## src/rtl/cpu6_ifu.sv

```systemverilog
// cpu6_ifu: instruction fetch unit with credit-limited request issue,
// registered in-order instruction FIFO, redirect flush and halt control.
module cpu6_ifu #(
  parameter int              XLEN     = 32,
  parameter int              DEPTH    = 4,
  parameter logic [XLEN-1:0] RESET_PC = '0
) (
  input  logic            clk,
  input  logic            reset,
  output logic            imem_req_valid,
  input  logic            imem_req_ready,
  output logic [XLEN-1:0] imem_req_addr,
  input  logic            imem_rsp_valid,
  input  logic [XLEN-1:0] imem_rsp_data,
  input  logic            excp_flush_ena,
  input  logic [XLEN-1:0] excp_flush_pc,
  input  logic            br_redirect_ena,
  input  logic [XLEN-1:0] br_redirect_pc,
  output logic            instr_valid,
  input  logic            instr_ready,
  output logic [XLEN-1:0] instr,
  output logic [XLEN-1:0] instr_pc,
  input  logic            halt_req,
  output logic            halted
);

  localparam int AW = $clog2(DEPTH);
  localparam int CW = AW + 1;

  typedef enum logic [1:0] {
    RUN,
    HALTING,
    HALTED
  } state_e;

  state_e state_q, state_d;

  logic [XLEN-1:0] fpc_q, fpc_d;
  logic [XLEN-1:0] rsp_pc_q, rsp_pc_d;
  logic [CW-1:0]   out_q, out_d;
  logic [CW-1:0]   drop_q, drop_d;
  logic [CW-1:0]   cnt_q, cnt_d;
  logic [AW-1:0]   wptr_q, wptr_d;
  logic [AW-1:0]   rptr_q, rptr_d;

  logic [XLEN-1:0] data_mem [DEPTH];
  logic [XLEN-1:0] pc_mem   [DEPTH];

  logic            redir;
  logic [XLEN-1:0] sel;
  logic [XLEN-1:0] tgt;
  logic [CW:0]     credit;
  logic            accept;
  logic            push;
  logic            pop;

  always_comb begin
    redir  = excp_flush_ena | br_redirect_ena;
    sel    = excp_flush_ena ? excp_flush_pc
                            : br_redirect_pc;
    tgt    = sel & ~XLEN'(3);
    credit = {1'b0, out_q} + {1'b0, cnt_q};

    imem_req_valid = reset
                   & (state_q == RUN)
                   & ~redir
                   & (int'(credit) < DEPTH);
    imem_req_addr  = fpc_q;
    accept         = imem_req_valid & imem_req_ready;

    instr_valid = (cnt_q != '0);
    instr       = instr_valid ? data_mem[rptr_q] : '0;
    instr_pc    = instr_valid ? pc_mem[rptr_q] : '0;
    halted      = (state_q == HALTED);

    // responses still owed to a squashed stream never reach the FIFO
    push = imem_rsp_valid & (drop_q == '0) & ~redir;
    pop  = instr_valid & instr_ready & ~redir;
  end

  always_comb begin
    fpc_d    = fpc_q;
    rsp_pc_d = rsp_pc_q;
    out_d    = out_q;
    drop_d   = drop_q;
    cnt_d    = cnt_q;
    wptr_d   = wptr_q;
    rptr_d   = rptr_q;

    if (accept && !imem_rsp_valid) begin
      out_d = out_q + CW'(1);
    end else if (!accept && imem_rsp_valid) begin
      out_d = out_q - CW'(1);
    end

    if (redir) begin
      fpc_d    = tgt;
      rsp_pc_d = tgt;
      drop_d   = out_q - CW'(imem_rsp_valid);
      cnt_d    = '0;
      wptr_d   = '0;
      rptr_d   = '0;
    end else begin
      if (accept) begin
        fpc_d = fpc_q + XLEN'(4);
      end
      if (imem_rsp_valid && drop_q != '0) begin
        drop_d = drop_q - CW'(1);
      end
      if (push) begin
        rsp_pc_d = rsp_pc_q + XLEN'(4);
        wptr_d   = wptr_q + AW'(1);
      end
      if (pop) begin
        rptr_d = rptr_q + AW'(1);
      end
      cnt_d = cnt_q + CW'(push) - CW'(pop);
    end
  end

  always_comb begin
    state_d = state_q;
    unique case (state_q)
      RUN: begin
        if (halt_req) state_d = HALTING;
      end
      HALTING: begin
        if (!halt_req)         state_d = RUN;
        else if (out_q == '0)  state_d = HALTED;
      end
      HALTED: begin
        if (!halt_req) state_d = RUN;
      end
      default: state_d = RUN;
    endcase
  end

  always_ff @(posedge clk or negedge reset) begin
    if (!reset) begin
      state_q  <= RUN;
      fpc_q    <= RESET_PC;
      rsp_pc_q <= RESET_PC;
      out_q    <= '0;
      drop_q   <= '0;
      cnt_q    <= '0;
      wptr_q   <= '0;
      rptr_q   <= '0;
    end else begin
      state_q  <= state_d;
      fpc_q    <= fpc_d;
      rsp_pc_q <= rsp_pc_d;
      out_q    <= out_d;
      drop_q   <= drop_d;
      cnt_q    <= cnt_d;
      wptr_q   <= wptr_d;
      rptr_q   <= rptr_d;
    end
  end

  always_ff @(posedge clk) begin
    if (push) begin
      data_mem[wptr_q] <= imem_rsp_data;
      pc_mem[wptr_q]   <= rsp_pc_q;
    end
  end

endmodule
```

## config.mk

```make
export PLATFORM = sky130hd
export DESIGN_NAME = cpu6_ifu
export DESIGN_NICKNAME = d
export VERILOG_FILES = /design/src/rtl/cpu6_ifu.sv
export SDC_FILE = /design/constraint.sdc
export NUM_CORES = 1
export LEC_CHECK = 0
export BUFFER_PORTS_ARGS = -buffer_cell sky130_fd_sc_hd__buf_2
export CORE_MARGIN = 10
export CORE_UTILIZATION = 55
export DETAILED_ROUTE_END_ITERATION = 6
export HOLD_SLACK_MARGIN = 0.03
export PLACE_DENSITY = 0.85
export SYNTH_ARGS = -nofsm -noshare
export SYNTH_HDL_FRONTEND = slang
export SYNTH_SLANG_ARGS = --single-unit
```

## constraint.sdc

```tcl
create_clock -name clk -period 9.5 [get_ports clk]
set_input_delay 0 -clock clk [delete_from_list [all_inputs] [get_ports clk]]
set_output_delay 0 -clock clk [all_outputs]
set_load 0.03 [all_outputs]
```

## Word-level counts from Yosys, hierarchy flattened

Memory sizes are Yosys's and may differ from the RTL's.
Index checks and enable logic that the tools add are counted.

- $add $sub $neg: 11
- Order comparisons: 1
- Eq/ne operators: 5
- Muxes and demuxes: 23
- Bitwise logic cells: 10
- Reduce and logical (&&, ||, !) cells: 16

Operators by type and width:

| cell | count |
|---|---|
| 32-bit 2-to-1 mux | 7 |
| 32-bit by 3-bit adder with 32-bit output, second input constant | 2 |
| 2-bit 2-to-1 mux | 8 |
| 3-bit 2-to-1 mux | 5 |
| 2-bit nonzero test | 5 |
| 1-bit bitwise AND | 8 |
| 3-bit logical NOT | 2 |
| 2-bit case mux with 3 select lines | 1 |
| 3-bit nonzero test | 2 |
| 3-bit by 1-bit subtractor with 3-bit output | 2 |
| 3-bit by 1-bit subtractor with 3-bit output, second input constant | 2 |
| 2-bit by 1-bit adder with 2-bit output, second input constant | 2 |
| 3-bit by 3-bit adder with 4-bit output | 1 |
| 4-bit by 3-bit < comparator with 1-bit output, second input constant | 1 |
| 2-bit inequality test, second input constant | 2 |
| 3-bit by 1-bit adder with 3-bit output | 1 |
| 3-bit by 1-bit adder with 3-bit output, second input constant | 1 |
| 1-bit logical AND | 3 |
| 3-bit inequality test, second input constant | 1 |
| 3-bit AND reduction | 1 |
| 2-bit by 1-bit == test with 1-bit output, second input constant | 1 |
| 2-bit == test, second input constant | 1 |
| 1-bit logical NOT | 2 |
| 2-bit logical NOT | 1 |
| other kinds (3) | 4 |

- Flip-flop bits (word level): 79
- Memory bits (writable): 256
- Output and inout bits: 99
- Word-level logic and storage cells: 76
- Memories: 2

Memory list:

| memory | words | width | read ports | clocked after Yosys merged registers in | write ports | line | source |
|---|---|---|---|---|---|---|---|
| data_mem | 4 | 32 | 1 | 0 | 1 | 46 | `logic [XLEN-1:0] data_mem [DEPTH];` |
| pc_mem | 4 | 32 | 1 | 0 | 1 | 47 | `logic [XLEN-1:0] pc_mem [DEPTH];` |

## Logic depth before layout (Yosys ltp)

- Word-level depth: 9
- Mapped depth: 13

## Least setup slack after synthesis

No wires, ideal clock.

- Kind: flip-flop to flip-flop
- Start point: register drop_q[0]
- End point: memory data_mem[0][0], enable pin
- Setup time: 0.427 ns
- Arrival time: 2.794 ns
- Required time: 9.073 ns
- Path slack: 6.280 ns
- Cell stages (with the launch flop): 7
- Buffers on the path: 2
- Period minus slack after synthesis: 3.220 ns
- Path through: dfrtp_1 -> inv_1 -> ha_1 -> and3b_1 -> clkbuf_1 -> clkbuf_1 -> and3_1

- Cells in the longest elaborated chain, start to end: 5

RTL lines:

| what | line | source |
|---|---|---|
| start, declared | 41 | `logic [CW-1:0] drop_q, drop_d;` |
| start signal, assigned | 153 | `drop_q <= drop_d;` |
| 3-bit logical NOT | 77 | `push = imem_rsp_valid & (drop_q == '0) & ~redir;` |
| 1-bit bitwise AND (2 in a row) | 77 |  |
| 1-bit 2-to-1 mux | 161 | `if (push) begin` |
| 1-bit 2-to-1 mux (implied by the code) | 162 | `data_mem[wptr_q] <= imem_rsp_data;` |
| end, declared | 46 |  |

Every way passes these cells.

## Final worst setup path

- Start point: input port reset
- End point: register out_q[2]

- Cells in the longest elaborated chain, start to end: 7
- Elaborated cells between the ends (all ways): 9

RTL lines:

| what | line | source |
|---|---|---|
| start, declared | 9 | `input logic reset,` |
| 1-bit bitwise AND * | 65 | `& (state_q == RUN)` |
| 1-bit bitwise AND * | 66 | `& ~redir` |
| 1-bit bitwise AND * | 67 | `& (int'(credit) < DEPTH);` |
| 1-bit bitwise AND * | 69 | `accept = imem_req_valid & imem_req_ready;` |
| 1-bit logical NOT | 92 | `end else if (!accept && imem_rsp_valid) begin` |
| 1-bit logical AND | 92 |  |
| 2-bit nonzero test (no source line) | - |  |
| end signal, assigned | 152 | `out_q <= out_d;` |
| end, declared | 40 | `logic [CW-1:0] out_q, out_d;` |

Every way passes the cells marked *; elsewhere a longest branch is shown, timed or not.
A chain may end at the register's enable or synchronous reset.

==> metrics.txt <==
Seq cells post-synth=323; total clock sinks=between 300 and 400; Reg2Reg Capture Point=cnt_q[2]; maximum vdd ir drop=0.000144 V; Hold Crit Class=in2reg; placeable core region=25900 um^2; drt wl/cell=22.0 um; Root Driver=clkbuf_16; PortBufs=194; hold_sp=excp_flush_pc[16]; Critical Path AT=3880 ps; Syn Inst Count=~1000; reg2reg path depth=11; Routed Antenna Nets=0; initial antenna violation count=1; Syn. warnings=0; PnR worst setup slack=between 6000 and 7000 ps; CP Capture Type=flop; initial DRC count=845; Leak=6.57 nW; post-CTS sizing=0; gr ovfl total=0; largest net degree at the start of global routing=between 70 and 80; synthesized area per cell=14.3 um^2; clk_lat worst skew=510 ps; Final #Nets=1398; DP HPWL=21800 um; DR vias=10000; final setup violation count=0; crit path launch type=input pin; failing checks=DRC; Crit Path Category=in2reg; Post-Route WL=about 36000 um; area grow syn2layout=21.6%; clk_skew=between 15 and 20 ps; Die Area=33000 um^2; fin cells=between 1500 and 2000; Die X=182 um; Final Hold Vio Count=0; CTS Buf Count=34; GPL Wtd Cong=0.914; asr flop ratio synth=23.2%; clk buf depth=3; Setup WS pre-CTS=6090 ps; first-pass GRT wire length=56900 um; CP cell instances=dlygate4sd3_1 > buf_2 > buf_4 > nor4b_2 > and4_1 > nand2_1 > inv_1 > ha_1 > inv_1 > fa_1 > xor2_1 > nor2_1 > xor2_1; CTS HTree Levels=2; Seq/Total Area, Yosys=64.9%; # IOs=just over 200; Least-Margin Pin Slew=between 1000 and 1500 ps; pwr/cell area=roughly 190 nW/um^2; CP max stage cell=buf_4; Slew HR=26.0%; WP data required=a little under 10000 ps; RR Startpoint=cnt_q[1]; clock transition at the registers of the reported paths=60 ps; Post-route DRC=1; post-synthesis instance area=14400 um^2; CP max FO=76; Slew Limit Fails=0; Pre-antenna DRT Iters=7; die height=182 um; setup TNS=0 ps; max_cap viols=0; EDFF count, synth=around 250; fin crit share=36.2%; top_reg_cell synth=edfxtp_1; slowest stage delay, CP=740 ps; vias per cell=6.12; WHS Path Cells=4; number of global-route vias before repair=10200; reg-to-reg slack, setup=6360 ps; layout cells sized above 1=about a quarter; post-synth cell types=66; Hold EP=rsp_pc_q[16]; gr usage total=21.4%; # diodes=0; outcome=complete, but fails checks; fmax=0.291 GHz; Crit path max-delay family=buffers and inverters; Post-CTS Hold Fix Bufs=81; final core occ=67.4%; Cells after DPL=1495; Buf/Inv on CP=5; Rows=59; initial core utilization=between 50% and 60%; RSZ-0062 raised after global routing=no; Post CTS Setup Buffer Count=0; CTS tree=yes; min Tclk post-route=about 3400 ps
[worst max-delay path by stage]
stage	start	end	slack, ps	cells past startpoint
floorplan	drop_q[0]	data_mem[0][0]	6280	6
global placement	reset	out_q[2]	6140	12
detailed placement	reset	out_q[2]	6090	12
CTS	reset	out_q[2]	6070	13
global route	reset	out_q[2]	5700	13
finish	reset	out_q[2]	6060	13
[cell usage after synthesis (all sizes together), types with 9 or more instances]
cell    count  area share, %
edfxtp    248             52
and2       79            3.4
nand2      79            2.1
dfrtp      75             13
a21oi      71            2.5
mux4       62            9.7
o21ai      51            1.8
nor2       38            1.0
clkbuf     37            1.0
nand3      24           0.87
inv        22           0.57
a31oi      17           0.74
and3       17           0.74
buf        17           0.74
nor3       16           0.56
ha         15            1.3
nand4      15           0.74
o22ai      10           0.44
a211oi      9           0.47
and4        9           0.55
[power breakdown]
part	total [mW]	internal, mW	switching (mW)
clock	1.26	0.732	0.532
combinational	0.333	0.137	0.196
sequential	1.67	1.59	0.0799
total	3.27	2.46	0.808
[per-stage QoR]
stage | cell area (um^2) | total power [mW] | hold slack [ps]
2_1_floorplan | 14400 | 1.87 | -296
3_3_place_gp | 15600 | 1.97 | 213
3_5_place_dp | 15600 | 1.99 | 216
4_1_cts | 17500 | 3.28 | 34.3
5_1_grt | 17500 | 3.39 | 65.2
6_report | 17500 | 3.27 | 64.8
[layer usage]
layer / global-route usage (%) / part of all wire (%) / up-vias
met3: 6.00 / 11 / 74
met1: 28.5 / 40 / 4884
met2: 33.2 / 46 / 616
li1: - / - / 4445
met4: 7.16 / 2.5 / 2
met5: 0 / 0.091 / -
[layout make-up]
class                      count  area (um^2)
clock buffer                  39          891
tap                          335          419
inverter                      22         82.6
timing repair buffer         284         1850
clock inverter                22          171
sequential                   323         9330
fill                        1712         8440
multi-input combinational    612         4730
[worst min-delay path: stages]
cell	delay [ps]
buf_2	70
and2_1	120
a31oi_1	130
a21oi_1	180
[registers in the layout (all words and copies together), names as in the netlist, 3 cells and up]
| signal | count |
|---|---|
| rsp_pc_q | 30 |
| drop_q | 3 |
| out_q | 3 |
| cnt_q | 3 |
| pc_mem | 120 |
| imem_req_addr | 30 |
| data_mem | 128 |
[cell families after synthesis]
group | synth area share [%]
AND/OR/NAND/NOR | 11.8
other | 0.0261
XOR/XNOR | 0.853
flip-flops | 64.9
AO/OA/AOI/OAI | 8.75
multiplexers | 9.79
adder cells (fa/ha/maj) | 1.58
buffers and inverters | 2.35
[placed cells by master, fill, tap and decap left out, types with 23 or more instances in the layout]
cell type        n
dlygate4sd3_1   81
edfxtp_1       248
nand2_1         79
clkbuf_16       35
and2_1          79
a21oi_1         71
dfrtp_1         73
nand3_1         23
mux4_2          62
o21ai_0         49
nor2_1          36
buf_2          194
(Power assumes the default switching activity.)
